==> src/rtl/loader_pkg.sv <==
// Shared definitions for the program loader: FSM state encoding, frame
// layout constants and small helpers used by the RTL and its bench.
package loader_pkg;

    typedef enum logic [2:0] {
        HDR0 = 3'd0,
        HDR1 = 3'd1,
        DATA = 3'd2,
        CSUM = 3'd3,
        DONE = 3'd4,
        ERR  = 3'd5
    } state_t;

    localparam int HDR_LEN    = 2;
    localparam int CSUM_LEN   = 1;
    localparam int WORD_BYTES = 4;

    // Total frame length in bytes for a header word count n.
    function automatic logic [17:0] frame_len(logic [15:0] n);
        return 18'(HDR_LEN + WORD_BYTES * int'(n) + CSUM_LEN);
    endfunction

    // States in which the loader takes bytes from the stream.
    function automatic logic accepts_bytes(state_t s);
        return (s == HDR0) || (s == HDR1) || (s == DATA) || (s == CSUM);
    endfunction

    // States in which an idle stream counts towards the timeout.
    function automatic logic times_out_in(state_t s);
        return (s == HDR1) || (s == DATA) || (s == CSUM);
    endfunction

endpackage

==> src/rtl/prog_loader_if.sv <==
// Byte-stream input and instruction-memory write port of the loader.
interface prog_loader_if #(
    parameter int IMEM_WORDS = 32
) ();
    localparam int AW = $clog2(IMEM_WORDS);

    logic          byte_valid;
    logic [7:0]    byte_data;
    logic          byte_ready;
    logic          imem_we;
    logic [AW-1:0] imem_addr;
    logic [31:0]   imem_wdata;

    // Environment side: sources bytes, observes memory writes.
    modport master (
        output byte_valid, byte_data,
        input  byte_ready, imem_we, imem_addr, imem_wdata
    );

    // Loader side.
    modport slave (
        input  byte_valid, byte_data,
        output byte_ready, imem_we, imem_addr, imem_wdata
    );
endinterface

==> src/rtl/prog_loader_byte_packer.sv <==
// Collects payload bytes into 32-bit little-endian words; word_done pulses
// for one cycle after the fourth byte of a word, with word stable then.
module byte_packer (
    input  logic        clk,
    input  logic        rst,
    input  logic        clr,
    input  logic        in_vld,
    input  logic [7:0]  in_byte,
    output logic [31:0] word,
    output logic        word_done
);
    logic [1:0] cnt;

    // Shift each byte in from the top so the first byte ends up in [7:0].
    always_ff @(posedge clk) begin
        if (rst) begin
            cnt       <= 2'd0;
            word      <= 32'd0;
            word_done <= 1'b0;
        end else begin
            word_done <= 1'b0;
            if (clr) begin
                cnt <= 2'd0;
            end else if (in_vld) begin
                word      <= {in_byte, word[31:8]};
                cnt       <= cnt + 2'd1;
                word_done <= (cnt == 2'd3);
            end
        end
    end
endmodule

==> src/rtl/prog_loader.sv <==
// Boot loader: receives a framed program image over a byte stream, writes
// it into instruction memory and releases the core once the checksum holds.
module prog_loader
    import loader_pkg::*;
#(
    parameter int IMEM_WORDS = 32,
    parameter int TIMEOUT    = 1000
) (
    input  logic         clk,
    input  logic         rst,
    prog_loader_if.slave bus,
    input  logic         start,
    output logic         cpu_rst,
    output logic         done,
    output logic         error
);
    localparam int            AW        = $clog2(IMEM_WORDS);
    localparam int            TW        = $clog2(TIMEOUT + 1);
    localparam logic [15:0]   MAX_WORDS = 16'(IMEM_WORDS);
    localparam logic [TW-1:0] TMO_LIMIT = TW'(TIMEOUT);

    state_t        state;
    state_t        nxt;
    logic          ready_r;
    logic [TW-1:0] tmo_cnt;
    logic [7:0]    n_lo;
    logic [15:0]   n_words;
    logic [17:0]   byte_cnt;
    logic [7:0]    csum;
    logic [AW-1:0] addr;

    logic          hs;
    logic          tmo;
    logic          start_ok;
    logic          pay_vld;
    logic          last_pay;
    logic [15:0]   n_hdr;

    assign hs       = bus.byte_valid && ready_r;
    // A timeout beats a handshake arriving in the same cycle.
    assign tmo      = times_out_in(state) && (tmo_cnt == TMO_LIMIT);
    assign start_ok = start && ((state == DONE) || (state == ERR));
    assign pay_vld  = hs && !tmo && (state == DATA);
    assign n_hdr    = {bus.byte_data, n_lo};
    assign last_pay = (byte_cnt == frame_len(n_words) - 18'(CSUM_LEN + 1));

    assign bus.byte_ready = ready_r;
    assign bus.imem_addr  = addr;

    // Next-state decision from the current state and this cycle's byte.
    always_comb begin
        nxt = state;
        case (state)
            HDR0: if (hs) nxt = HDR1;
            HDR1: begin
                if (tmo)                     nxt = ERR;
                else if (hs) begin
                    if (n_hdr == 16'd0)      nxt = CSUM;
                    else if (n_hdr > MAX_WORDS) nxt = ERR;
                    else                     nxt = DATA;
                end
            end
            DATA: begin
                if (tmo)                     nxt = ERR;
                else if (hs && last_pay)     nxt = CSUM;
            end
            CSUM: begin
                if (tmo)                     nxt = ERR;
                else if (hs)                 nxt = (bus.byte_data == csum) ? DONE : ERR;
            end
            DONE, ERR: if (start)            nxt = HDR0;
            default:                         nxt = HDR0;
        endcase
    end

    // State, registered status outputs, frame counters and write address.
    always_ff @(posedge clk) begin
        if (rst) begin
            state    <= HDR0;
            ready_r  <= 1'b1;
            cpu_rst  <= 1'b0;
            done     <= 1'b0;
            error    <= 1'b0;
            tmo_cnt  <= '0;
            n_lo     <= 8'd0;
            n_words  <= 16'd0;
            byte_cnt <= 18'd0;
            csum     <= 8'd0;
            addr     <= '0;
        end else begin
            state   <= nxt;
            ready_r <= accepts_bytes(nxt);
            cpu_rst <= (nxt == DONE);
            done    <= (nxt == DONE);
            error   <= (nxt == ERR);

            if (hs || !times_out_in(state)) tmo_cnt <= '0;
            else                            tmo_cnt <= tmo_cnt + TW'(1);

            if (hs && !tmo) byte_cnt <= byte_cnt + 18'd1;
            if (hs && (state == HDR0)) n_lo <= bus.byte_data;
            if (hs && !tmo && (state == HDR1)) n_words <= n_hdr;
            if (pay_vld) csum <= csum + bus.byte_data;

            // Advance only while another word is still due, so the
            // address never runs past N-1.
            if (bus.imem_we && ((16'(addr) + 16'd1) < n_words)) addr <= addr + AW'(1);

            if (start_ok) begin
                byte_cnt <= 18'd0;
                csum     <= 8'd0;
                addr     <= '0;
                n_words  <= 16'd0;
            end
        end
    end

    byte_packer u_packer (
        .clk       (clk),
        .rst       (rst),
        .clr       (start_ok),
        .in_vld    (pay_vld),
        .in_byte   (bus.byte_data),
        .word      (bus.imem_wdata),
        .word_done (bus.imem_we)
    );
endmodule

==> src/flat_wrapper.sv <==
// flat-port wrapper written by rule: the top's interface ports become plain ports
module prog_loader_flat import loader_pkg::*;
#(
    parameter int IMEM_WORDS = 32,
    parameter int TIMEOUT    = 1000
)
  (clk, rst, start, cpu_rst, done, error, bus_byte_valid, bus_byte_data, bus_byte_ready, bus_imem_we, bus_imem_addr, bus_imem_wdata);
  prog_loader_if #(.IMEM_WORDS(IMEM_WORDS)) bus_i ();
  input  logic clk;
  input  logic rst;
  input  logic start;
  output logic cpu_rst;
  output logic done;
  output logic error;
  input wire logic [$bits(bus_i.byte_valid)-1:0] bus_byte_valid;
  input wire logic [$bits(bus_i.byte_data)-1:0] bus_byte_data;
  output wire logic [$bits(bus_i.byte_ready)-1:0] bus_byte_ready;
  output wire logic [$bits(bus_i.imem_we)-1:0] bus_imem_we;
  output wire logic [$bits(bus_i.imem_addr)-1:0] bus_imem_addr;
  output wire logic [$bits(bus_i.imem_wdata)-1:0] bus_imem_wdata;
  assign bus_i.byte_valid = bus_byte_valid;
  assign bus_i.byte_data = bus_byte_data;
  assign bus_byte_ready = bus_i.byte_ready;
  assign bus_imem_we = bus_i.imem_we;
  assign bus_imem_addr = bus_i.imem_addr;
  assign bus_imem_wdata = bus_i.imem_wdata;
  prog_loader #(.IMEM_WORDS(IMEM_WORDS), .TIMEOUT(TIMEOUT)) u_core (.clk(clk), .rst(rst), .bus(bus_i), .start(start), .cpu_rst(cpu_rst), .done(done), .error(error));
endmodule
==> config.mk <==
export PLATFORM = sky130hd
export DESIGN_NAME = prog_loader_flat
export DESIGN_NICKNAME = d
export VERILOG_FILES = /design/src/rtl/loader_pkg.sv /design/src/rtl/prog_loader_if.sv /design/src/rtl/prog_loader_byte_packer.sv /design/src/rtl/prog_loader.sv /design/src/flat_wrapper.sv
export SDC_FILE = /design/constraint.sdc
export NUM_CORES = 1
export LEC_CHECK = 0
export CAP_MARGIN = 5
export CORE_ASPECT_RATIO = 1.1
export CORE_MARGIN = 2
export CORE_UTILIZATION = 60
export CTS_CLUSTER_SIZE = 12
export DETAILED_ROUTE_END_ITERATION = 8
export HOLD_SLACK_MARGIN = 0.08
export PLACE_DENSITY_LB_ADDON = 0.08
export SYNTH_ARGS = -nofsm -noshare
export SYNTH_HDL_FRONTEND = slang
export SYNTH_SLANG_ARGS = --single-unit
==> constraint.sdc <==
create_clock -name clk -period 4.55 [get_ports clk]
set_input_delay 0.91 -clock clk [delete_from_list [all_inputs] [get_ports clk]]
set_output_delay 0.91 -clock clk [all_outputs]
set_load 0.02 [all_outputs]
* Word level (Yosys, flattened, before mapping) *
Index checks and enable logic that the tools add are counted.

storage, ports and cells
  input port bits = 12
  logic and storage cells = 78
  flip-flop bits (word level) = 106

operators by class
  reduce and logical (&&, ||, !) cells = 26
  muxes and demuxes = 12
  bitwise gates (word level) = 2
  eq/ne operators = 14
  add/sub/neg operators = 9
  magnitude comparators = 2

operators with widths
  operator                 count
  $mux W3                  10
  $add A18 B1 Y18 const B  1
  $add A18 B2 Y18 const B  1
  $add A2 B18 Y18 const A  1
  $eq A18 B18 Y1           1
  $sub A18 B2 Y18 const B  1
  $gt A16 B6 Y1 const B    1
  $logic_not A16 Y1        1
  $lt A16 B16 Y1           1
  $pmux W3 S5              1
  $eq A3 B2 Y1 const B     4
  $eq A3 B3 Y1 const B     4
  $add A10 B1 Y10 const B  1
  $eq A10 B10 Y1 const B   1
  $logic_and A1 B1 Y1      9
  $add A8 B8 Y8            1
  $eq A8 B8 Y1             1
  $logic_or A1 B1 Y1       7
  $add A5 B1 Y6 const B    1
  $eq A3 B1 Y1 const B     2
  $logic_not A3 Y1         2
  $reduce_or A2 Y1         3
  $add A5 B1 Y5 const B    1
  $reduce_or A3 Y1         1
  other kinds (6)          8

* Depth between registers and ports, before layout *
Gate-level depths: netlist of run 1.

  word-level depth = 12
  mapped depth = 10

* Hierarchy *
Synthesis of run 1 repeated with hierarchy kept, for this count alone.

second synthesis, totals
  cell total of the unflattened synthesis = 554
  area, all modules = 5064.9 sq um

modules (own cells, without submodules)
  module       times used  sequential area each (sq um)  area each (sq um)  cells an instance
  prog_loader  1           1421.4                        3648.5             429
  byte_packer  1           700.7                         1416.4             125

* Worst setup path after synthesis of run 1 *
Ideal clock, no wire load.

  path type = input port to flip-flop
  from = in bus_byte_data[1]
  to = reg u_core.csum[7]
  arrival time = 2332 ps
  stages = 7
  slack = 2148 ps
  library setup time = 70 ps
  cell sequence = ha_1 a21oi_1 o211ai_1 o41ai_1 xor2_1 or3_1 a21oi_1

between the ends
  cells in the longest elaborated chain, start to end = 1

ends and longest elaborated chain
  element                 line                RTL
  start: declaration      flat_wrapper.sv:16  input wire logic [$bits(bus_i.byte_data)-1:0] bus_byte_data;
  $add A8 B8 Y8           prog_loader.sv:103  if (pay_vld) csum <= csum + bus.byte_data;
  end signal: assignment  prog_loader.sv:103
  end: declaration        prog_loader.sv:29   logic [7:0] csum;

No other way between the ends.
A chain may end at the register's enable or synchronous reset.

* Final worst setup path of run 1 *
  from = in bus_byte_data[0]
  to = reg u_core.csum[6]

Same word-level chain as after synthesis.

==> results of run 1 <==
state kept, by name, summed over array words and instances, names as in the netlist:
signal / count
u_core.u_packer.word: 32
u_core.byte_cnt: 18
u_core.n_words: 16
u_core.tmo_cnt: 10
u_core.csum: 8
u_core.n_lo: 8
u_core.bus.imem_addr: 5
u_core.state: 3
u_core.u_packer.cnt: 2
u_core.bus.byte_ready: 1
u_core.cpu_rst: 1
u_core.error: 1
u_core.u_packer.word_done: 1
routing by layer:
layer  track usage (%)  vias up  wire length (µm)
met5                 0        -                 0
met4              8.61        0               192
met3              3.21       17               309
met2              40.7       71              5250
met1              34.6     1964              4870
li1                  -     2071                 -
worst register-to-register path: stages, from the launching register on:
cell	delay, ns
dfxtp_1	0.42
nand2b_1	0.24
nor2_1	0.81
nand2_1	0.59
nand2_1	0.22
a21oi_1	0.09
path summary, 6_finish.rpt:
| path | startpoint | endpoint | slack [ns] | cells after the start |
|---|---|---|---|---|
| setup / recovery | bus_byte_data[0] | u_core.csum[6] | 1.77 | 10 |
| hold reg to reg | u_core.u_packer.word[6] | u_core.u_packer.word[6] | 0.46 | 2 |
| hold / removal | u_core.u_packer.word[6] | u_core.u_packer.word[6] | 0.46 | 2 |
| setup reg to reg | u_core.state[2] | u_core.n_words[10] | 2.03 | 5 |
cell usage after synthesis (all sizes together):
master | count | share of area, %
nor3 | 10 | 1.0
fa | 1 | 0.42
ha | 18 | 4.7
a221oi | 1 | 0.18
or2 | 1 | 0.13
inv | 20 | 1.6
xnor2 | 19 | 3.5
nand4 | 9 | 1.3
and2 | 2 | 0.26
xor2 | 21 | 3.8
o31ai | 1 | 0.16
nor4 | 8 | 1.2
or3 | 13 | 1.7
nor2 | 45 | 3.5
or4 | 5 | 0.78
o211ai | 3 | 0.57
and4 | 2 | 0.36
a31o | 2 | 0.36
o41ai | 1 | 0.18
o21a | 3 | 0.47
nand2 | 107 | 8.3
o221ai | 1 | 0.18
a31oi | 3 | 0.39
nand3 | 34 | 3.6
buf | 18 | 2.2
clkbuf | 11 | 0.86
o21ai | 14 | 1.5
and3 | 6 | 0.78
a41o | 1 | 0.21
nor2b | 3 | 0.39
o41a | 1 | 0.23
dfxtp | 106 | 44
a211oi | 3 | 0.57
nand2b | 1 | 0.13
mux2i | 10 | 2.1
nand3b | 2 | 0.31
a21oi | 72 | 7.5
a21o | 3 | 0.47
nand4b | 1 | 0.18
per-stage QoR:
| stage | worst slack (ns) | util [%] | instances | total power [mW] |
|---|---|---|---|---|
| detailed placement | 1.39 | 68.2 | 718 | 1.11 |
| CTS | 1.80 | 70.6 | 734 | 1.65 |
| floorplan | 2.15 | - | 582 | 1.07 |
| global route | 1.60 | 70.6 | 734 | 1.71 |
| finish | 1.77 | 70.6 | 734 | 1.65 |
| global placement | 1.49 | 68.2 | 718 | 1.11 |
area by class of cell:
cell class / count / area, µm² / area share (%)
Clock buffer: 10 / 138 / 2.48
Clock inverter: 6 / 50.0 / 0.901
Inverter: 20 / 75.1 / 1.35
Multi-Input combinational cell: 427 / 2470 / 44.5
Sequential cell: 106 / 2120 / 38.2
Tap cell: 108 / 135 / 2.43
Timing Repair Buffer: 57 / 561 / 10.1
power by group:
group | total, mW | internal [mW] | switching, mW
combinational | 0.135 | 0.0521 | 0.0830
clock | 0.555 | 0.221 | 0.334
sequential | 0.961 | 0.943 | 0.0176
cells by family after synthesis:
| family | synth area share [%] |
|---|---|
| buf+inv | 4.57 |
| flops | 44.1 |
| simple gates | 24.0 |
| xor+xnor | 7.27 |
| fa+ha+maj | 5.09 |
| mux | 2.08 |
| compound gates | 12.9 |
==> results.py, run 1 <==
metrics = {
    "route": {
        "wl_per_cell_um": 14.5,
        "vias_per_cell": 5.62,
        "wl_um": 10600,
        "dr.pass1.iters": 4,
        "vias": 4123,
        "drtIter0Drc": 206,
        "drc": 0,
        "detail-route-antenna-nets": 0,
    },
    "worst_setup_path": {
        "worstPathMaxFanout": 5,
        "cp_top_family": "buffers and inverters",
        "critPathMaxStageDelay_ns": 0.60,
        "start_kind": "primary input",
        "worstSetupPathType": "primary input to register",
        "required_ns": 4.77,
        "crit_slowest_cell": "clkdlybuf4s50_1",
        "cp-end-kind": "register",
        "worst-path-buf-inv": 2,
        "cp.arrival_ns": 3.00,
        "crit_chain": "clkdlybuf4s50_1, ha_1, inv_1, fa_1, nor2b_1, o21a_1, o21ai_0, mux2i_1, a21o_1, a21oi_1",
    },
    "synth": {
        "ys_types": 47,
        "synth_fp_nets": 613,
        "ys_ff_latch": 106,
        "yosysSeqAreaShare_pct": 44.1,
        "syn_area_mm2": 0.00482,
        "ys_warn_count": 0,
        "syn_area_per_cell_um2": 8.27,
        "syn_inst": 582,
    },
    "cells_and_area": {
        "antennaDiodeCount": 0,
        "fin_nets": 652,
        "syn2layout_area_growth_pct": 15.3,
        "fillers": 645,
        "mostFrequentLayoutCells": "nand2_1, dfxtp_1, a21oi_1",
        "layout_commonest_cell": "nand2_1",
        "final_cell_area_mm2": 0.00555,
        "drive_gt1_share_pct": 4.31,
    },
    "timing": {
        "final_hold_viol_count": 0,
        "finClkSkew_ns": 0.0116,
        "holdWs_ns": 0.461,
        "tightest_slew_ns": 1.18,
        "max_freq_ghz": 0.360,
        "relSlewSlack_pct": 20.8,
        "period_needed_ns": 2.78,
        "drv_slew": 0,
        "setup_viol": 0,
        "tns_ns": 0,
        "rsz0062_at_grt": "false",
        "period_share_pct": 61.1,
    },
    "outcome": {
        "status": "finished, final reports clean",
    },
    "power_and_ir_drop": {
        "power_leakage_nw": 1.98,
        "ir_drop_mv": 0.198,
        "p_per_area_mw_per_mm2": 297,
    },
    "clock_tree": {
        "holdBufCountCts": 0,
        "cts_buffers": 9,
        "clkSlewWorstSetupHoldPaths_ns": 0.10,
        "cts_tree": "done",
        "cts-root-buf": "clkbuf_8",
        "cts_resized": 0,
        "cts_setup_buffers": 0,
        "insertion_delay_ns": 0.38,
        "numClockSinks": 106,
        "clk_path_buf_depth": 2,
        "htreeDepth": 3,
    },
    "floorplanning": {
        "die_height_um": 98.0,
        "core-area_mm2": 0.00787,
        "start_util_pct": 61.2,
        "die_w_um": 89.4,
        "io_pins": 54,
        "dieArea_mm2": 0.00876,
        "num_rows": 34,
    },
    "place": {
        "hpwl_um": 7590,
        "dpl_cell_area_mm2": 0.00537,
        "gp_congestion": 0.859,
        "io_buffer_count": 53,
    },
    "global_routing": {
        "antenna_found_initial": 0,
        "grt_pass1_wl_um": 17700,
        "overflow": 0,
        "grt_usage_pct": 25.2,
        "first_global_vias": 3733,
        "grt_max_degree": 50,
    },
    "run": {
        "maxCapViolations": 0,
    },
    "min_path": {
        "hold_class": "register to register",
    },
}
Power figures use the tool's default switching activity.
==> run 2, diff against run 1 <==
- CORE_UTILIZATION: 60 -> 51
- clock period: 4.55 -> 2.3 ns (I/O delays scaled with it)
==> results.py, run 2 (synthesis gave the netlist of run 1 again) <==
metrics = {
    "outcome": {
        "status": "finished, final reports clean",
    },
    "worst_setup_path": {
        "cp-end-kind": "register",
        "startpoint": "u_core.bus.imem_addr[1]",
        "r2r-end": "u_core.bus.imem_addr[2]",
        "critPathMaxStageDelay_ns": 0.42,
        "cp.arrival_ns": 2.52,
        "worstPathMaxFanout": 8,
        "cp-endpoint": "u_core.bus.imem_addr[2]",
        "r2r-start": "u_core.bus.imem_addr[1]",
        "start_kind": "register",
        "crit_chain": "ha_4, xor2_1, ha_1, a21o_1, a31oi_1, o21a_1, o211ai_4, or4_1, nand2_1",
        "crit_slowest_cell": "or4_1",
        "ff2ff_path_depth": 9,
        "required_ns": 2.61,
        "reg2reg_setup_slack_ns": 0.09,
        "worstSetupPathType": "register to register",
    },
    "power_and_ir_drop": {
        "clkPwrFrac_pct": 34.6,
        "p_per_area_mw_per_mm2": 574,
        "internal_power_mw": 2.54,
        "ir_drop_mv": 0.290,
        "switching_share_pct": 25.0,
        "seq_power_share_pct": 56.0,
        "p_switching_mw": 0.846,
        "power_leakage_nw": 2.16,
        "power.total_mw": 3.38,
        "comb_power_share_pct": 9.4,
    },
    "global_routing": {
        "first_global_vias": 3809,
        "antenna_found_initial": 0,
        "grt_usage_pct": 21.0,
        "grt_max_degree": 45,
        "grt_pass1_wl_um": 17800,
        "overflow": 0,
    },
    "place": {
        "dpl_cell_area_mm2": 0.00566,
        "gp_congestion": 0.882,
        "io_buffer_count": 53,
        "dp_cells": 763,
        "hpwl_um": 7930,
    },
    "cells_and_area": {
        "fillers": 819,
        "syn2layout_area_growth_pct": 22.5,
        "final-instance-count-excl-fill": 779,
        "fin_nets": 688,
        "largest_register_ff_count": 32,
        "reg_top3": "u_core.u_packer.word (32), u_core.byte_cnt (18), u_core.n_words (16)",
        "ff_latch_area_mm2": 0.00213,
        "mostFrequentLayoutCells": "nand2_1, dfxtp_1, a21oi_1",
        "layout_commonest_cell": "nand2_1",
        "final_cell_area_mm2": 0.00590,
        "drive_gt1_share_pct": 10.3,
        "antennaDiodeCount": 0,
        "multi_input_area_mm2": 0.00250,
        "top_register": "u_core.u_packer.word",
    },
    "timing": {
        "period_needed_ns": 2.21,
        "holdWs_ns": 0.461,
        "period_share_pct": 96.1,
        "tns_ns": 0,
        "tightest_slew_ns": 0.484,
        "relSlewSlack_pct": 67.6,
        "final_hold_viol_count": 0,
        "rsz0062_at_grt": "true",
        "setup_viol": 0,
        "finClkSkew_ns": 0.0172,
        "max_freq_ghz": 0.452,
        "drv_slew": 0,
    },
    "route": {
        "drtIter0Drc": 195,
        "wl_per_cell_um": 14.0,
        "dr.pass1.iters": 4,
        "vias": 4158,
        "wl_um": 10900,
        "vias_per_cell": 5.34,
        "detail-route-antenna-nets": 0,
        "drc": 0,
    },
    "run": {
        "maxCapViolations": 0,
    },
    "clock_tree": {
        "clkSlewWorstSetupHoldPaths_ns": 0.10,
        "insertion_delay_ns": 0.37,
        "cts_setup_buffers": 0,
        "cts_tree": "done",
        "cts_buffers": 9,
        "clk_path_buf_depth": 2,
        "cts-root-buf": "clkbuf_8",
        "numClockSinks": 106,
        "htreeDepth": 3,
    },
    "min_path": {
        "min_path_cells": 2,
        "hold_class": "register to register",
    },
    "floorplanning": {
        "core-area_mm2": 0.00926,
        "die_height_um": 106,
        "die_w_um": 96.7,
        "dieArea_mm2": 0.0102,
        "num_rows": 37,
        "start_util_pct": 52.0,
        "io_pins": 54,
    },
}
==> run 2: timing repair <==
item	in CTS	in global routing
cloned	0	0
pin swaps	0	2
gates resized for setup	2	6
setup endpoints to repair	3	5
hold buffers	0	0
==> run 2: worst min path at each step <==
stage | slack [ns] | endpoint | start
5_1_grt | 0.48 | u_core.u_packer.word[2] | u_core.u_packer.word[2]
3_3_place_gp | 0.44 | u_core.u_packer.word[1] | u_core.u_packer.word[1]
4_1_cts | 0.47 | u_core.u_packer.word[5] | u_core.u_packer.word[5]
2_1_floorplan | 0.44 | u_core.csum[6] | u_core.csum[6]
6_report | 0.46 | u_core.u_packer.word[4] | u_core.u_packer.word[4]
3_5_place_dp | 0.45 | u_core.u_packer.word[5] | u_core.u_packer.word[5]
==> run 2: through the flow <==
| stage | setup WS, ns | utilization [%] |
|---|---|---|
| 6_report | 0.0900 | 63.7 |
| 5_1_grt | 0.000100 | 63.7 |
| 4_1_cts | 0.0201 | 63.4 |
| 3_5_place_dp | -0.251 | 61.1 |
| 3_3_place_gp | -0.190 | 61.1 |
| 2_1_floorplan | 0.0423 | - |
==> run 2: layout make-up <==
cell class | count | area share [%]
Multi-Input combinational cell | 427 | 42.4
Sequential cell | 106 | 36.1
Timing Repair Buffer | 93 | 14.3
Tap cell | 117 | 2.48
Clock buffer | 10 | 2.33
Inverter | 20 | 1.27
Clock inverter | 6 | 1.12
==> run 2: power groups by stage <==
stage          sequential (mW)  combinational (mW)  clock (mW)
3_3_place_gp              1.94               0.308           0
5_1_grt                   1.90               0.349        1.27
4_1_cts                   1.90               0.314        1.20
3_5_place_dp              1.94               0.312           0
2_1_floorplan             1.93               0.189           0
6_report                  1.90               0.318        1.17
==> run 2: worst max-delay path: cells and delay by family (launching register included) <==
kind,cells,cell delay (ns)
fa+ha+maj,2,0.47
xor+xnor,1,0.14
simple gates,2,0.50
compound gates,4,0.67
flops,1,0.37
==> run 2: per-layer routing <==
| metal | vias up | track usage, % | share of wire, % |
|---|---|---|---|
| li1 | 2143 | - | - |
| met1 | 1932 | 28.7 | 48 |
| met2 | 70 | 34.3 | 48 |
| met3 | 13 | 2.50 | 2.3 |
| met4 | 0 | 7.65 | 1.7 |
| met5 | - | 0 | 0 |
==> run 3, diff against run 2 <==
--- a/constraint.sdc
+++ b/constraint.sdc
@@ -3,2 +3,2 @@
 set_output_delay 0.46 -clock clk [all_outputs]
-set_load 0.02 [all_outputs]
+set_load 0.05 [all_outputs]
==> results.py, run 3 (synthesis gave the netlist of run 1 again) <==
metrics = {
    "timing": {
        "final_hold_viol_count": 0,
        "tns_ns": 0,
        "holdWs_ns": 0.458,
        "rsz0062_at_grt": "true",
        "period_needed_ns": 2.19,
        "period_share_pct": 95.2,
        "max_freq_ghz": 0.457,
        "tightest_slew_ns": 0.526,
        "relSlewSlack_pct": 64.8,
        "finClkSkew_ns": 0.0126,
        "finalWorstSetupSlack_ns": 0.111,
        "setup_viol": 0,
        "drv_slew": 0,
    },
    "cells_and_area": {
        "utilization_pct": 64.5,
        "ff_latch_area_mm2": 0.00213,
        "largest_register_ff_count": 32,
        "top_register": "u_core.u_packer.word",
        "antennaDiodeCount": 0,
        "mostFrequentLayoutCells": "nand2_1, dfxtp_1, a21oi_1",
        "syn2layout_area_growth_pct": 24.1,
        "drive_gt1_share_pct": 11.0,
        "multi_input_area_mm2": 0.00253,
        "fillers": 812,
        "final-instance-count-excl-fill": 778,
        "final_cell_area_mm2": 0.00597,
        "reg_top3": "u_core.u_packer.word (32), u_core.byte_cnt (18), u_core.n_words (16)",
        "layout_commonest_cell": "nand2_1",
        "fin_nets": 687,
    },
    "clock_tree": {
        "cts_tree": "done",
        "cts-root-buf": "clkbuf_8",
        "numClockSinks": 106,
        "clk_path_buf_depth": 2,
        "cts_buffers": 9,
        "holdBufCountCts": 0,
        "clkSlewWorstSetupHoldPaths_ns": 0.10,
        "htreeDepth": 3,
        "insertion_delay_ns": 0.37,
    },
    "global_routing": {
        "antenna_found_initial": 0,
        "grt_pass1_wl_um": 18100,
        "overflow": 0,
        "first_global_vias": 3893,
        "grt_max_degree": 49,
        "grt_usage_pct": 21.2,
    },
    "place": {
        "hpwl_um": 7800,
        "io_buffer_count": 53,
        "post-place-ws_ns": -0.284,
        "gp_congestion": 0.840,
        "dpl_cell_area_mm2": 0.00565,
        "dp_cells": 759,
    },
    "power_and_ir_drop": {
        "ir_drop_mv": 0.278,
        "comb_power_share_pct": 9.6,
        "p_switching_mw": 0.845,
        "clkPwrFrac_pct": 37.2,
        "power_leakage_nw": 2.21,
        "p_per_area_mw_per_mm2": 596,
        "power.total_mw": 3.56,
        "internal_power_mw": 2.71,
        "switching_share_pct": 23.8,
        "seq_power_share_pct": 53.3,
    },
    "floorplanning": {
        "start_util_pct": 52.0,
        "core-area_mm2": 0.00926,
        "num_rows": 37,
        "io_pins": 54,
        "die_w_um": 96.7,
        "dieArea_mm2": 0.0102,
        "die_height_um": 106,
    },
    "route": {
        "vias": 4194,
        "dr.pass1.iters": 4,
        "vias_per_cell": 5.39,
        "detail-route-antenna-nets": 0,
        "drtIter0Drc": 220,
        "wl_um": 11000,
        "drc": 0,
        "wl_per_cell_um": 14.2,
    },
    "worst_setup_path": {
        "cp.arrival_ns": 2.44,
        "critPathMaxStageDelay_ns": 0.55,
        "worst-path-buf-inv": 2,
        "cp-end-kind": "register",
        "ff2ff_path_depth": 8,
        "worstSetupPathType": "register to register",
        "cp.depth": 8,
        "cp_top_family": "simple AND/OR/NAND/NOR gates",
        "required_ns": 2.56,
        "crit_chain": "or4_4, nor4_4, buf_4, nand2_1, o211ai_4, buf_4, xor2_1, nor2_1",
        "start_kind": "register",
        "crit_slowest_cell": "or4_4",
        "cpMostUsedCell": "buf_4",
        "worstPathMaxFanout": 8,
    },
    "run": {
        "maxCapViolations": 0,
    },
    "outcome": {
        "status": "finished, final reports clean",
    },
    "min_path": {
        "hold_class": "register to register",
        "min_path_cells": 2,
    },
}
## run 3: cell types whose count changed in the layout (fill, tap and decap cells not counted), moves of 2 or more
cell / delta
or4_1: -2
clkbuf_8: +2
or4_4: +2
buf_4: -3
clkinvlp_4: -3
dfxtp_1: -2
## run 3: path summary, 6_finish.rpt
check	start	to	slack (ns)
hold / removal	u_core.u_packer.word[6]	u_core.u_packer.word[6]	0.46
hold reg to reg	u_core.u_packer.word[6]	u_core.u_packer.word[6]	0.46
setup reg to reg	u_core.n_words[15]	u_core.bus.imem_addr[0]	0.11
setup / recovery	u_core.n_words[15]	u_core.bus.imem_addr[0]	0.11
## run 3: area by class of cell
type	count	area share, %
inverters	20	1.26
multi-input cells	427	42.4
repair buffers	92	14.3
flip-flops and latches	106	35.7
clock inverters	4	1.19
well taps	117	2.45
clock buffers	12	2.76
## run 3: power groups by stage
stage               Clock (mW)  Sequential, mW  Combinational [mW]
floorplan                    0            1.94               0.190
global placement             0            1.94               0.317
detailed placement           0            1.94               0.322
CTS                       1.35            1.90               0.329
global route              1.43            1.90               0.370
finish                    1.32            1.90               0.341
## run 3: repair_timing
item                                    in CTS  in global routing
hold endpoints to repair                     0                  0
endpoints found under the setup margin       3                 55
resized for setup                            1                 11
pin swaps                                    0                  4
setup buffers                                0                  3
## run 3: metal layers
layer / global-route usage [%] / up-vias / wire length [µm]
li1: - / 2135 / -
met1: 27.9 / 1958 / 5130
met2: 35.9 / 90 / 5330
met3: 3.81 / 11 / 456
met4: 6.44 / 0 / 135
met5: 0 / - / 0
## run 3: worst reg2reg max path: stages (launching register included)
cell	delay, ns
dfxtp_1	0.35
or4_4	0.55
nor4_4	0.25
buf_4	0.16
nand2_1	0.11
o211ai_4	0.30
buf_4	0.18
xor2_1	0.14
nor2_1	0.05
